<file path="src/rtl/wh_switch_allocator_if.sv">
// Handshake and crossbar-select bundle between the router's input buffers,
// the switch allocator and the output links.
interface wh_switch_allocator_if #(
  parameter int IN_N       = 5,
  parameter int OUT_N      = 5,
  parameter int IN_N_W     = 3,
  parameter int OUTPUT_N_W = 3
);
  logic [IN_N-1:0]            in_valid_i;
  logic [IN_N-1:0]            in_head_i;
  logic [IN_N-1:0]            in_tail_i;
  logic [IN_N*OUTPUT_N_W-1:0] in_sel_i;
  logic [OUT_N-1:0]           out_ready_i;
  logic [IN_N-1:0]            in_ready_o;
  logic [OUT_N-1:0]           out_valid_o;
  logic [OUT_N*IN_N_W-1:0]    xbar_sel_o;
  logic [OUT_N-1:0]           out_busy_o;

  // Router side: presents flits and downstream readiness
  modport master (
    output in_valid_i, in_head_i, in_tail_i, in_sel_i, out_ready_i,
    input  in_ready_o, out_valid_o, xbar_sel_o, out_busy_o
  );

  // Allocator side
  modport slave (
    input  in_valid_i, in_head_i, in_tail_i, in_sel_i, out_ready_i,
    output in_ready_o, out_valid_o, xbar_sel_o, out_busy_o
  );
endinterface

</file>
<file path="src/rtl/wh_switch_allocator.sv">
// Wormhole switch allocator: each output port has a round-robin arbiter that
// binds it to one input from a head flit until that packet's tail transfers.
// Crossbar selects and busy flags come from registers; valid/ready paths
// through a locked connection are combinational.
module wh_switch_allocator #(
  parameter int IN_N       = 5,
  parameter int OUT_N      = 5,
  parameter int IN_N_W     = 3,
  parameter int OUTPUT_N_W = 3
) (
  input logic                   clk_i,
  input logic                   rst_ni,
  wh_switch_allocator_if.slave  bus
);

  typedef enum logic {
    FREE   = 1'b0,
    LOCKED = 1'b1
  } state_t;

  state_t            r_state    [OUT_N];
  state_t            w_stateNxt [OUT_N];
  logic [IN_N_W-1:0] r_owner    [OUT_N];
  logic [IN_N_W-1:0] w_ownerNxt [OUT_N];
  logic [IN_N_W-1:0] r_rrPtr    [OUT_N];
  logic [IN_N_W-1:0] w_rrPtrNxt [OUT_N];

  logic [IN_N-1:0]   w_ownsAny;
  logic [IN_N-1:0]   w_req      [OUT_N];
  logic [OUT_N-1:0]  w_ownerValid;
  logic [OUT_N-1:0]  w_ownerTail;
  logic [OUT_N-1:0]  w_xfer;

  // Mark every input that currently holds an output; those cannot request again
  always_comb begin
    w_ownsAny = '0;
    for (int o = 0; o < OUT_N; o++) begin
      for (int i = 0; i < IN_N; i++) begin
        if (r_state[o] == LOCKED && int'(r_owner[o]) == i) begin
          w_ownsAny[i] = 1'b1;
        end
      end
    end
  end

  // Head flits from unbound inputs request the output named by their route;
  // an ID outside 0..OUT_N-1 matches nothing and simply never gets served
  always_comb begin
    for (int o = 0; o < OUT_N; o++) begin
      w_req[o] = '0;
      for (int i = 0; i < IN_N; i++) begin
        if (bus.in_valid_i[i] && bus.in_head_i[i] && !w_ownsAny[i] &&
            int'(bus.in_sel_i[i*OUTPUT_N_W +: OUTPUT_N_W]) == o) begin
          w_req[o][i] = 1'b1;
        end
      end
    end
  end

  // Pick up the owner's valid and tail flags for each output
  always_comb begin
    w_ownerValid = '0;
    w_ownerTail  = '0;
    for (int o = 0; o < OUT_N; o++) begin
      for (int i = 0; i < IN_N; i++) begin
        if (int'(r_owner[o]) == i) begin
          w_ownerValid[o] = bus.in_valid_i[i];
          w_ownerTail[o]  = bus.in_tail_i[i];
        end
      end
    end
  end

  // Drive crossbar selects and the handshake through locked connections only
  always_comb begin
    bus.out_valid_o = '0;
    bus.xbar_sel_o  = '0;
    bus.out_busy_o  = '0;
    bus.in_ready_o  = '0;
    for (int o = 0; o < OUT_N; o++) begin
      if (r_state[o] == LOCKED) begin
        bus.out_busy_o[o]                      = 1'b1;
        bus.xbar_sel_o[o*IN_N_W +: IN_N_W]     = r_owner[o];
        bus.out_valid_o[o]                     = w_ownerValid[o];
        for (int i = 0; i < IN_N; i++) begin
          if (int'(r_owner[o]) == i) begin
            bus.in_ready_o[i] = bus.out_ready_i[o];
          end
        end
      end
    end
  end

  assign w_xfer = bus.out_valid_o & bus.out_ready_i;

  // Per-output arbitration and release: grant scans upward from the pointer,
  // release moves the pointer just past the departing owner
  always_comb begin
    int   idx;
    logic found;
    idx   = 0;
    found = 1'b0;
    for (int o = 0; o < OUT_N; o++) begin
      w_stateNxt[o] = r_state[o];
      w_ownerNxt[o] = r_owner[o];
      w_rrPtrNxt[o] = r_rrPtr[o];
      found         = 1'b0;
      case (r_state[o])
        FREE: begin
          if (|w_req[o]) begin
            for (int k = 0; k < IN_N; k++) begin
              idx = int'(r_rrPtr[o]) + k;
              if (idx >= IN_N) begin
                idx = idx - IN_N;
              end
              if (!found && w_req[o][idx]) begin
                found         = 1'b1;
                w_ownerNxt[o] = IN_N_W'(idx);
              end
            end
            w_stateNxt[o] = LOCKED;
          end
        end
        LOCKED: begin
          if (w_xfer[o] && w_ownerTail[o]) begin
            w_stateNxt[o] = FREE;
            w_rrPtrNxt[o] = (int'(r_owner[o]) == IN_N - 1) ? '0
                                                          : r_owner[o] + IN_N_W'(1);
          end
        end
        default: begin
          w_stateNxt[o] = FREE;
        end
      endcase
    end
  end

  // State registers; reset drops every lock at once
  always_ff @(posedge clk_i or negedge rst_ni) begin
    if (!rst_ni) begin
      for (int o = 0; o < OUT_N; o++) begin
        r_state[o] <= FREE;
        r_owner[o] <= '0;
        r_rrPtr[o] <= '0;
      end
    end else begin
      for (int o = 0; o < OUT_N; o++) begin
        r_state[o] <= w_stateNxt[o];
        r_owner[o] <= w_ownerNxt[o];
        r_rrPtr[o] <= w_rrPtrNxt[o];
      end
    end
  end

endmodule
</file>
<file path="src/flat_wrapper.sv">
// flat-port wrapper written by rule: the top's interface ports become plain ports
module wh_switch_allocator_flat 
#(
  parameter int IN_N       = 5,
  parameter int OUT_N      = 5,
  parameter int IN_N_W     = 3,
  parameter int OUTPUT_N_W = 3
)
  (clk_i, rst_ni, bus_in_valid_i, bus_in_head_i, bus_in_tail_i, bus_in_sel_i, bus_out_ready_i, bus_in_ready_o, bus_out_valid_o, bus_xbar_sel_o, bus_out_busy_o);
  wh_switch_allocator_if #(.IN_N(IN_N), .OUT_N(OUT_N), .IN_N_W(IN_N_W), .OUTPUT_N_W(OUTPUT_N_W)) bus_i ();
  input logic clk_i;
  input logic rst_ni;
  input wire logic [$bits(bus_i.in_valid_i)-1:0] bus_in_valid_i;
  input wire logic [$bits(bus_i.in_head_i)-1:0] bus_in_head_i;
  input wire logic [$bits(bus_i.in_tail_i)-1:0] bus_in_tail_i;
  input wire logic [$bits(bus_i.in_sel_i)-1:0] bus_in_sel_i;
  input wire logic [$bits(bus_i.out_ready_i)-1:0] bus_out_ready_i;
  output wire logic [$bits(bus_i.in_ready_o)-1:0] bus_in_ready_o;
  output wire logic [$bits(bus_i.out_valid_o)-1:0] bus_out_valid_o;
  output wire logic [$bits(bus_i.xbar_sel_o)-1:0] bus_xbar_sel_o;
  output wire logic [$bits(bus_i.out_busy_o)-1:0] bus_out_busy_o;
  assign bus_i.in_valid_i = bus_in_valid_i;
  assign bus_i.in_head_i = bus_in_head_i;
  assign bus_i.in_tail_i = bus_in_tail_i;
  assign bus_i.in_sel_i = bus_in_sel_i;
  assign bus_i.out_ready_i = bus_out_ready_i;
  assign bus_in_ready_o = bus_i.in_ready_o;
  assign bus_out_valid_o = bus_i.out_valid_o;
  assign bus_xbar_sel_o = bus_i.xbar_sel_o;
  assign bus_out_busy_o = bus_i.out_busy_o;
  wh_switch_allocator #(.IN_N(IN_N), .OUT_N(OUT_N), .IN_N_W(IN_N_W), .OUTPUT_N_W(OUTPUT_N_W)) u_core (.clk_i(clk_i), .rst_ni(rst_ni), .bus(bus_i));
endmodule
</file>
<file path="config.mk">
export PLATFORM = sky130hd
export DESIGN_NAME = wh_switch_allocator_flat
export DESIGN_NICKNAME = d
export VERILOG_FILES = /design/src/rtl/wh_switch_allocator_if.sv /design/src/rtl/wh_switch_allocator.sv /design/src/flat_wrapper.sv
export SDC_FILE = /design/constraint.sdc
export NUM_CORES = 1
export LEC_CHECK = 0
export BUFFER_PORTS_ARGS = -buffer_cell sky130_fd_sc_hd__buf_2
export CAP_MARGIN = 20
export CELL_PAD_IN_SITES_DETAIL_PLACEMENT = 0
export CELL_PAD_IN_SITES_GLOBAL_PLACEMENT = 1
export CORE_ASPECT_RATIO = 0.75
export CORE_MARGIN = 3
export CORE_UTILIZATION = 41
export DETAILED_ROUTE_END_ITERATION = 10
export PLACE_DENSITY_LB_ADDON = 0.12
export SYNTH_ARGS = -nofsm -noshare
export SYNTH_HDL_FRONTEND = slang
export SYNTH_SLANG_ARGS = --single-unit
</file>
<file path="constraint.sdc">
create_clock -name clk_i -period 3.8 [get_ports clk_i]
set_clock_uncertainty 0.2 [all_clocks]
set_input_delay 0.38 -clock clk_i [delete_from_list [all_inputs] [get_ports clk_i]]
set_output_delay 0.38 -clock clk_i [all_outputs]
set_load 0.05 [all_outputs]
</file>
==> summary.md, run 1 <==
| Metric | Value |
|---|---|
| Status | complete, no violations |
| Syn Inst Count | between 1000 and 1500 |
| Yosys warnings | 0 |
| Commonest non-fill, non-tap cell in the layout | nor2_1 |
| Switching Power | ~0.0035 W |
| Io pins | 67 |
| CP required | between 3 and 4 ns |
| Pleak | 4.08 nW |
| Pwr dens | 677 nW/um2 |
| Number of synthesized flops with an enable pin | 0 |
| CP Data Arrival Time | 3.62 ns |
| Internal power | between 0.002 and 0.003 W |
| Hold-fix buffers, CTS | 0 |
| FP Rows | 43 |
| Main combinational cell family by area after synthesis | simple AND/OR/NAND/NOR gates |
| Initial antenna violation count | 0 |
| Clock transition at the registers of the reported paths | around 0.07 ns |
| N_diodes | 0 |
| Worst path max stage delay | approximately 0.46 ns |
| DRC Markers | 0 |
| Clk_lat worst skew | between 0.3 and 0.4 ns |
| Clock Tree Buf Depth | 2 |
| Adder-Cell Fraction of Synth Area | 0.120 |
| Seq/Total Area, Yosys | 0.111 |
| Post-synthesis mux area share | 0.0775 |
| Effective utilization at floorplan | 0.423 |
| Number of global-route vias before repair | 8037 |
| Endpoints failing setup | 0 |
| Slew Viols, Final | 0 |
| CTS Buf Count | 5 |
| Die Wd | roughly 170 um |
| TritonCTS clock tree | yes |
| Logic gate share of total power | 0.806 |
| Area delta synth->final | 18.0% |
| CP max FO | 7 |
| HPWL Detailed | 23100 um |
| Critical-path top delay cell | dfrtp_2 |
| Worst slew margin | 0.342 |
| Fraction of registers with async set/reset | 1.00 |
| Worst setup EP type | flip-flop |
| Total GRT Usage | 0.262 |
| Ys flop type | dfrtp_1 |
| Switch share | 0.557 |
| Placer Congestion | about 0.97 |
| Synth Area in XOR/XNOR | 0.0255 |
| # nets final | between 1000 and 1500 |
| Fmax | between 200 and 300 MHz |
| Core ar. | around 19000 um2 |
| FILL cells | around 1900 |
| Number of DRC markers in iteration 0 | 1044 |
| Final Critical Period | 3.64 ns |
| Slew @ Worst Pin | just under 1 ns |
| Post-synthesis net count | 1226 |
| Post-Route Setup TNS | 0 ns |
| Min setup slack post-route | 0.158 ns |
| Sequential Power Share | 0.101 |
| ANT nets after route | 0 |
| Mapped Area | slightly below 8000 um2 |
| Die area | roughly 21000 um2 |
| GRT Residual Overflow | 0 |
| Routed len/inst | a little under 20 um |
| Flops & latches, synth | 35 |
| Complex-gate fraction of the synthesized area | 0.276 |
| Detailed Routing Iterations Pass 1 | 6 |
| Crit Path Category | reg2reg |
| Number of distinct library cells after synthesis | about 90 |
| Vias per cell | around 6 |
| Fin crit share | 0.959 |
| Routed WL | between 20000 and 30000 um |
| Clk sinks | 35 |
| VDD IR max | a little under 600 uV |
| Pin count of the biggest net entering global routing | 36 |
| Place WS | 0.00274 ns |
| Share of cells above drive strength 1 | 0.186 |
| Crit-path cells | inv_2, ha_1, inv_1, ha_1, a21oi_4, mux2i_2, nor3_1, o211a_1, a311oi_2, inv_1, or3b_4, nor4b_2, a2111oi_2 |
| Max cap viols | 0 |
| PortBufs | 66 |
| Post-synthesis simple-gate area fraction | 0.338 |
| Clock power share | 0.093 |
| Syn avg cell area | just over 7 um2 |
| Hold Path Class | in2async |
| Final hold vios | 0 |
| Critical path launch point type | flip-flop |
| Root Buffer | clkbuf_16 |
| Die Y | approximately 130 um |
| Commonest non-fill, non-tap cells in the layout | nor2_1, nand2_1, buf_4, a21oi_1, o21ai_0 |
| H-Tree Depth | 2 |
| Via count | between 8000 and 9000 |
| First-pass GRT wire length | 44800 um |
-- logic make-up (layout without fill, tap and decap cells) --
kind of cell             count (synthesis)  count (layout)
adder cells (fa/ha/maj)                 73              73
flip-flops                              35              35
AO/OA/AOI/OAI                          325             325
buffers and inverters                  105             223
AND/OR/NAND/NOR                        497             497
multiplexers                            58              58
XOR/XNOR                                23              23
-- Yosys cell counts (all sizes together) (15+ instances only) --
master,count,area (um2)
a211oi,15,113
a21oi,81,405
a31oi,17,106
and3,16,110
clkbuf,25,93.8
dfrtp,35,876
ha,68,851
inv,64,240
mux2i,50,500
nand2,87,327
nand3,21,105
nand3b,29,218
nand4,20,125
nor2,142,533
nor2b,21,131
nor3,46,245
nor4,20,140
o21ai,76,399
or2,18,113
xnor2,22,193
-- power groups by stage --
stage / combinational (W) / clock, W / sequential [W]
2_1_floorplan: 0.00344 / 0 / 0.000624
3_3_place_gp: 0.00498 / 0 / 0.000636
3_5_place_dp: 0.00491 / 0 / 0.000638
4_1_cts: 0.00494 / 0.000588 / 0.000632
5_1_grt: 0.00556 / 0.000602 / 0.000660
6_report: 0.00509 / 0.000585 / 0.000640
-- worst paths after layout --
check | startpoint | end | slack [ns] | cells after the start
worst max-delay path | u_core.r_rrPtr[7] | u_core.r_owner[7] | 0.16 | 13
max in group asynchronous | rst_ni | u_core.r_rrPtr[2] | 2.68 | 1
worst min-delay path | rst_ni | u_core.r_rrPtr[4] | 0.02 | 1
worst min register to register | u_core.r_owner[0] | u_core.r_owner[0] | 0.37 | 1
worst max register to register | u_core.r_rrPtr[7] | u_core.r_owner[7] | 0.16 | 13
min in group clk_i | u_core.r_owner[0] | u_core.r_owner[0] | 0.37 | 1
-- metal layers --
metal  vias to the layer above  GRT usage  part of all wire  routed length [um]
li1                       4401          -                 -                   -
met2                       355      0.374              0.40               11500
met3                        31     0.0508             0.077                2190
met5                         -     0.0206            0.0020                  58
met1                      4209      0.405              0.50               14400
met4                         2     0.0490             0.015                 441
-- state kept, by name, summed over array words and instances (netlist names) --
register and count:
u_core.r_state 5, u_core.r_owner 15, u_core.r_rrPtr 15
-- per-stage QoR --
step | hold slack (ns) | instance area, um2 | std cells | utilization | power, W
floorplan | -0.116 | 7920 | 1116 | - | 0.00406
global placement | 0.362 | 8980 | 1465 | 0.480 | 0.00561
detailed placement | 0.366 | 8980 | 1465 | 0.480 | 0.00555
CTS | 0.0656 | 9180 | 1473 | 0.490 | 0.00616
global route | 0.102 | 9340 | 1481 | 0.499 | 0.00682
finish | 0.0191 | 9340 | 1481 | 0.499 | 0.00632
-- what timing repair did --
item / in CTS / in global routing
endpoints found under the setup margin: 1 / 13
pin swaps: 0 / 7
hold endpoints to repair: 0 / 0
setup buffers: 0 / 8
gates resized for setup: 1 / 27
-- final cells by class --
cell class                 instances  area [um2]  share of cell area
tap                              247         309              0.0331
timing repair buffer             148         975               0.104
inverter                          67         251              0.0269
clock buffer                       5         125              0.0134
sequential                        35         882              0.0945
clock inverter                     3        67.6             0.00723
multi-input combinational        976        6730               0.721
-- critical path: cells and delay by family, from the launching register on --
kind,cells,cell delay [ns]
muxes,1,0.34
adders and majority gates,2,0.47
buffers and inverters,3,0.39
AOI/OAI and AO/OA,4,0.82
DFF,1,0.46
and+or+nand+nor,3,0.83
Power figures use the tool's default switching activity.
==> run 2, diff against run 1 <==
CORE_ASPECT_RATIO = unset   (was 0.75)
==> summary.md, run 2 (synthesis gave the netlist of run 1 again) <==
| Metric | Value |
|---|---|
| DRC Markers | 0 (unchanged) |
| Die Wd | 145 um (-13%) |
| Initial antenna violation count | 0 (unchanged) |
| Total power | 0.00618 W (-2.1%) |
| Critical path launch point type | flip-flop |
| Share of cells above drive strength 1 | 0.187 (+0.000410) |
| Worst path max stage delay | 0.59 ns (+0.13 ns) |
| Placer Congestion | 1.01 (+3.4%) |
| Clock transition at the registers of the reported paths | 0.06 ns (about the same) |
| Clk_lat worst skew | 0.30 ns (about the same) |
| Critical-path top delay cell | or4_4 |
| FF/Latch Area | 876 um2 (-0.71%) |
| Multi-input logic area | 6710 um2 (-0.30%) |
| Hold-fix buffers, CTS | 0 (unchanged) |
| Place WS | 0.0586 ns (+0.0558 ns) |
| CP required | 3.79 ns (about the same) |
| R2R Path End | u_core.r_owner[10] |
| Pleak | 4.10 nW (+0.69%) |
| Routed WL | 28900 um (+1.3%) |
| Status | complete, no violations |
| Vias per cell | 6.07 (-0.16%) |
| H-Tree Depth | 2 (unchanged) |
| Area delta synth->final | 17.8% |
| Fin crit share | 0.960 (+0.00184) |
| Final hold vios | 0 (unchanged) |
| Effective utilization at floorplan | 0.420 (-0.00241) |
| N_diodes | 0 (unchanged) |
| TritonCTS clock tree | yes |
| GRT Residual Overflow | 0 (unchanged) |
| Pwr dens | 664 nW/um2 (-1.9%) |
| Min setup slack post-route | 0.151 ns (-0.00699 ns) |
| Number of global-route vias before repair | 8284 (+3.1%) |
| First-pass GRT wire length | 45500 um (+1.6%) |
| ANT nets after route | 0 (unchanged) |
| Crit Path Category | reg2reg |
| PortBufs | 66 (unchanged) |
| Slew Viols, Final | 0 (unchanged) |
| Worst setup EP type | flip-flop |
| Slew @ Worst Pin | 0.956 ns (-0.0307 ns) |
| Max cap viols | 0 (unchanged) |
| CP Data Arrival Time | 3.64 ns (+0.02 ns) |
| Fmax | 274 MHz (-0.19%) |
| Final core utilization | 0.495 (-0.00391) |
| Commonest non-fill, non-tap cells in the layout | nor2_1, buf_4, nand2_1, a21oi_1, o21ai_0 |
| Total GRT Usage | 0.263 (+0.00156) |
| Endpoints failing setup | 0 (unchanged) |
| RR Startpoint | u_core.r_owner[3] |
| Reg2reg path depth | 12 (-1) |
| HPWL Detailed | 23400 um (+1.3%) |
| FP Rows | 50 (+16%) |
| Clk sinks | 35 (unchanged) |
| Worst slew margin | 0.362 (+0.0205) |
| Detailed Routing Iterations Pass 1 | 7 (+1) |
| CP max FO | 9 (+2) |
| Routed len/inst | 19.3 um (-0.15%) |
| Clock Tree Buf Depth | 2 (unchanged) |
| R2r setup slk | 0.15 ns (about the same) |
| Number of DRC markers in iteration 0 | 732 (-30%) |
| Die Y | 145 um (+15%) |
| Die area | 21000 um2 (about the same) |
| VDD IR max | 414 uV (-30%) |
| Crit-path cells | inv_1, ha_1, and3_4, nor4_4, buf_4, nand4b_4, or4_4, o21ai_4, nor3_2, and4_4, or2_0, o41ai_1 |
| Pin count of the biggest net entering global routing | 36 (unchanged) |
| FILL cells | 1911 (+1.1%) |
| Largest registers | u_core.r_owner x15, u_core.r_rrPtr x15, u_core.r_state x5 |
| Commonest non-fill, non-tap cell in the layout | nor2_1 |
| Final Critical Period | 3.65 ns (+0.00699 ns) |
| CTS Buf Count | 5 (unchanged) |
| Root Buffer | clkbuf_16 |
| # nets final | 1352 (+0.67%) |
| Io pins | 67 (unchanged) |
| Hold Path Class | in2async |
| Core ar. | 18800 um2 (+0.57%) |
| Via count | 9111 (+1.3%) |
[run 2: cell types whose count changed in the layout (fill, tap and decap cells not counted), moves of 2 or more]
cell / change
buf_4: +12
a2111oi_1: -2
bufinv_16: -2
a2111oi_0: +2
buf_12: -2
dfrtp_2: -5
dfrtp_1: +5
[run 2: cell type report]
cell class	instances	share of cell area
inverter	67	0.0270
clock buffer	6	0.0149
tap	260	0.0349
clock inverter	1	0.000537
multi-input combinational	976	0.720
sequential	35	0.0940
timing repair buffer	157	0.109
[run 2: metrics by stage]
| stage | instance area (um2) | TNS (ns) | hold slack, ns | cells |
|---|---|---|---|---|
| 4_1_cts | 9220 | 0 | 0.0699 | 1499 |
| 3_5_place_dp | 9080 | 0 | 0.376 | 1492 |
| 6_report | 9320 | 0 | 0.0375 | 1502 |
| 3_3_place_gp | 9080 | 0 | 0.381 | 1492 |
| 5_1_grt | 9320 | -0.0276 | 0.103 | 1502 |
| 2_1_floorplan | 7920 | 0 | -0.116 | 1116 |
[run 2: repair_timing]
action	4_1_cts	5_1_grt
setup endpoints to repair	0	13
setup buffers	0	3
gates resized for setup	0	17
[run 2: how the worst max path moves through the flow]
stage	cells after the start	endpoint	slack (ns)	startpoint
floorplan	13	u_core.r_owner[7]	0.05	u_core.r_rrPtr[6]
global placement	13	u_core.r_owner[7]	0.15	u_core.r_rrPtr[7]
detailed placement	13	u_core.r_owner[7]	0.06	u_core.r_rrPtr[7]
CTS	13	u_core.r_owner[7]	0.01	u_core.r_rrPtr[7]
global route	13	u_core.r_owner[1]	-0.03	u_core.r_rrPtr[1]
finish	12	u_core.r_owner[10]	0.15	u_core.r_owner[3]
[run 2: metal layers]
metal  routed length [um]  up-vias  global-route usage  part of all wire
met5                    0        -                   0                 0
met4                  733        0              0.0670             0.025
met3                 1990       43              0.0362             0.069
met2                12400      348               0.398              0.43
met1                13800     4290               0.393              0.48
li1                     -     4430                   -                 -
[run 2: worst max-delay path: cells and delay by family (launching register included)]
family / cells / cell delay, ns
buffers and inverters: 2 / 0.32
adders and majority gates: 1 / 0.27
DFF: 1 / 0.43
and+or+nand+nor: 7 / 1.90
AOI/OAI and AO/OA: 2 / 0.42
[run 2: report_power, final]
part           internal [W]  switching, W  leakage [nW]
sequential         0.000468      0.000163         0.379
combinational       0.00196       0.00316          3.65
clock              0.000257      0.000182        0.0727
==> run 3, diff against run 2 <==
--- a/constraint.sdc
+++ b/constraint.sdc
@@ -3,3 +3,3 @@
 set_input_delay 0.38 -clock clk_i [delete_from_list [all_inputs] [get_ports clk_i]]
 set_output_delay 0.38 -clock clk_i [all_outputs]
-set_load 0.05 [all_outputs]
+set_load 0.1 [all_outputs]
==> summary.md, run 3 (synthesis gave the netlist of run 1 again) <==
| Metric | Value |
|---|---|
| FF/Latch Area | 878 um2 (+0.29%) |
| Commonest non-fill, non-tap cells in the layout | nor2_1, nand2_1, buf_4, a21oi_1, o21ai_0 |
| CP max FO | 6 (-3) |
| Via count | 9094 (-0.19%) |
| Final hold vios | 0 (unchanged) |
| HPWL Detailed | 23300 um (-0.52%) |
| Number of global-route vias before repair | 8219 (-0.78%) |
| Slew Viols, Final | 0 (unchanged) |
| Clock Tree Buf Depth | 2 (unchanged) |
| FP Rows | 50 (unchanged) |
| Commonest non-fill, non-tap cell in the layout | nor2_1 |
| Clock transition at the registers of the reported paths | 0.06 ns (about the same) |
| Area delta synth->final | 18.0% |
| Worst path most repeated cell | a221oi_1 |
| Buf+Inv Stages, Crit Path | 1 (-1) |
| Routed WL | 28700 um (-0.70%) |
| Worst path max stage delay | 0.48 ns (-0.11 ns) |
| First-pass GRT wire length | 44700 um (-1.7%) |
| Fin crit share | 0.957 (-0.00355) |
| Routed len/inst | 19.2 um (-0.44%) |
| Root Buffer | clkbuf_16 |
| Hold-fix buffers, CTS | 0 (unchanged) |
| PortBufs | 66 (unchanged) |
| Worst setup EP type | flip-flop |
| GRT Residual Overflow | 0 (unchanged) |
| Die Y | 145 um (unchanged) |
| Multi-input logic area | 6750 um2 (+0.65%) |
| # nets final | 1348 (-0.30%) |
| Crit-path cells | inv_1, ha_1, nand3b_1, nand4_1, nor2_1, a2111oi_0, nor4_1, o21bai_1, nand2_1, a221oi_1, a221oi_1 |
| Share of cells above drive strength 1 | 0.190 (+0.00303) |
| Max cap viols | 0 (unchanged) |
| Status | complete, no violations |
| CP top delay family | simple AND/OR/NAND/NOR gates |
| Reg2reg path depth | 11 (-1) |
| H-Tree Depth | 2 (unchanged) |
| Clk sinks | 35 (unchanged) |
| Clk_lat worst skew | 0.30 ns (about the same) |
| Endpoints failing setup | 0 (unchanged) |
| Slew @ Worst Pin | 0.968 ns (+0.0111 ns) |
| Post-Layout Inst Area | 9340 um2 (+0.17%) |
| Fmax | 275 MHz (+0.37%) |
| Effective utilization at floorplan | 0.420 (unchanged) |
| Critical path launch point type | flip-flop |
| VDD IR max | 647 uV (+56%) |
| Detailed Routing Iterations Pass 1 | 8 (+1) |
| DRC Markers | 0 (unchanged) |
| Pleak | 4.09 nW (-0.41%) |
| Post-DP Area | 9060 um2 (-0.17%) |
| Place WS | 0.0735 ns (+0.0149 ns) |
| N_diodes | 0 (unchanged) |
| Vias per cell | 6.07 (about the same) |
| ANT nets after route | 0 (unchanged) |
| Core ar. | 18800 um2 (unchanged) |
| Crit Path Category | reg2reg |
| WP depth | 11 (-1) |
| FILL cells | 1911 (unchanged) |
| Final Critical Period | 3.64 ns (-0.0135 ns) |
| Hold Path Class | in2async |
| Critical-path top delay cell | nor4_1 |
| Pwr dens | 702 nW/um2 (+5.8%) |
| Initial antenna violation count | 0 (unchanged) |
| Die area | 21000 um2 (unchanged) |
| Number of DRC markers in iteration 0 | 753 (+2.9%) |
| Total GRT Usage | 0.260 (-0.00280) |
| CP Data Arrival Time | 3.59 ns (-0.05 ns) |
| Hold Slack | 0.0416 ns (+0.00413 ns) |
| Worst slew margin | 0.355 (-0.00737) |
| CP required | 3.75 ns (-0.04 ns) |
| TritonCTS clock tree | yes |
| Largest registers | u_core.r_owner x15, u_core.r_rrPtr x15, u_core.r_state x5 |
| Placer Congestion | 1.01 (+0.32%) |
| Io pins | 67 (unchanged) |
| Min setup slack post-route | 0.164 ns (+0.0135 ns) |
| CTS Buf Count | 5 (unchanged) |
| Die Wd | 145 um (unchanged) |
| Pin count of the biggest net entering global routing | 36 (unchanged) |
## run 3: cell types whose count changed in the layout (fill, tap and decap cells not counted), moves of 2 or more
cell     previous run  this run
o21ai_0            73        71
a21oi_2             2         7
dfrtp_1            35        33
o21ai_1             0         2
dfrtp_2             0         2
a21oi_1            78        73
buf_4              91        87
## run 3: metrics by stage
| stage | total power, W | TNS (ns) | instances | util |
|---|---|---|---|---|
| after detailed placement | 0.00592 | 0 | 1488 | 0.481 |
| after CTS | 0.00640 | 0 | 1495 | 0.489 |
| after global routing | 0.00703 | -0.0300 | 1498 | 0.496 |
| final | 0.00655 | 0 | 1498 | 0.496 |
| after floorplan | 0.00448 | 0 | 1116 | - |
| after global placement | 0.00596 | 0 | 1488 | 0.481 |
## run 3: routing by layer
layer / global-route usage / vias to the layer above / share of wire
met3: 0.0406 / 37 / 0.068
met2: 0.402 / 360 / 0.43
met4: 0.0618 / 0 / 0.022
met5: 0 / - / 0
li1: - / 4424 / -
met1: 0.382 / 4273 / 0.48
## run 3: power breakdown
group / internal [W] / switching, W
Combinational: 0.00193 / 0.00357
Clock: 0.000257 / 0.000182
Sequential: 0.000469 / 0.000143
Total: 0.00265 / 0.00390
## run 3: cell type report
class / count / area share
multi-input cells: 976 / 0.723
repair buffers: 153 / 0.105
flip-flops and latches: 35 / 0.0941
well taps: 260 / 0.0348
inverters: 67 / 0.0269
clock buffers: 6 / 0.0149
clock inverters: 1 / 0.000536
## run 3: worst reg2reg max path: cells and delay by family, from the launching register on
family | cells | cell delay, ns
flip-flops | 1 | 0.40
buffers and inverters | 1 | 0.11
AO/OA/AOI/OAI | 4 | 0.93
adder cells (fa/ha/maj) | 1 | 0.29
AND/OR/NAND/NOR | 5 | 1.56
## run 3: worst paths after layout
path / startpoint / endpoint / slack, ns
max reg2reg: u_core.r_owner[0] / u_core.r_owner[13] / 0.16
min reg2reg: u_core.r_owner[10] / u_core.r_owner[10] / 0.40
max: u_core.r_owner[0] / u_core.r_owner[13] / 0.16
min: rst_ni / u_core.r_rrPtr[10] / 0.04
max in group asynchronous: rst_ni / u_core.r_owner[8] / 2.69
min in group clk_i: bus_out_ready_i[1] / u_core.r_state[3] / 0.39
## run 3: what timing repair did
action | in CTS | in global routing
gates resized for setup | 0 | 24
setup buffers | 0 | 3
setup endpoints to repair | 0 | 13
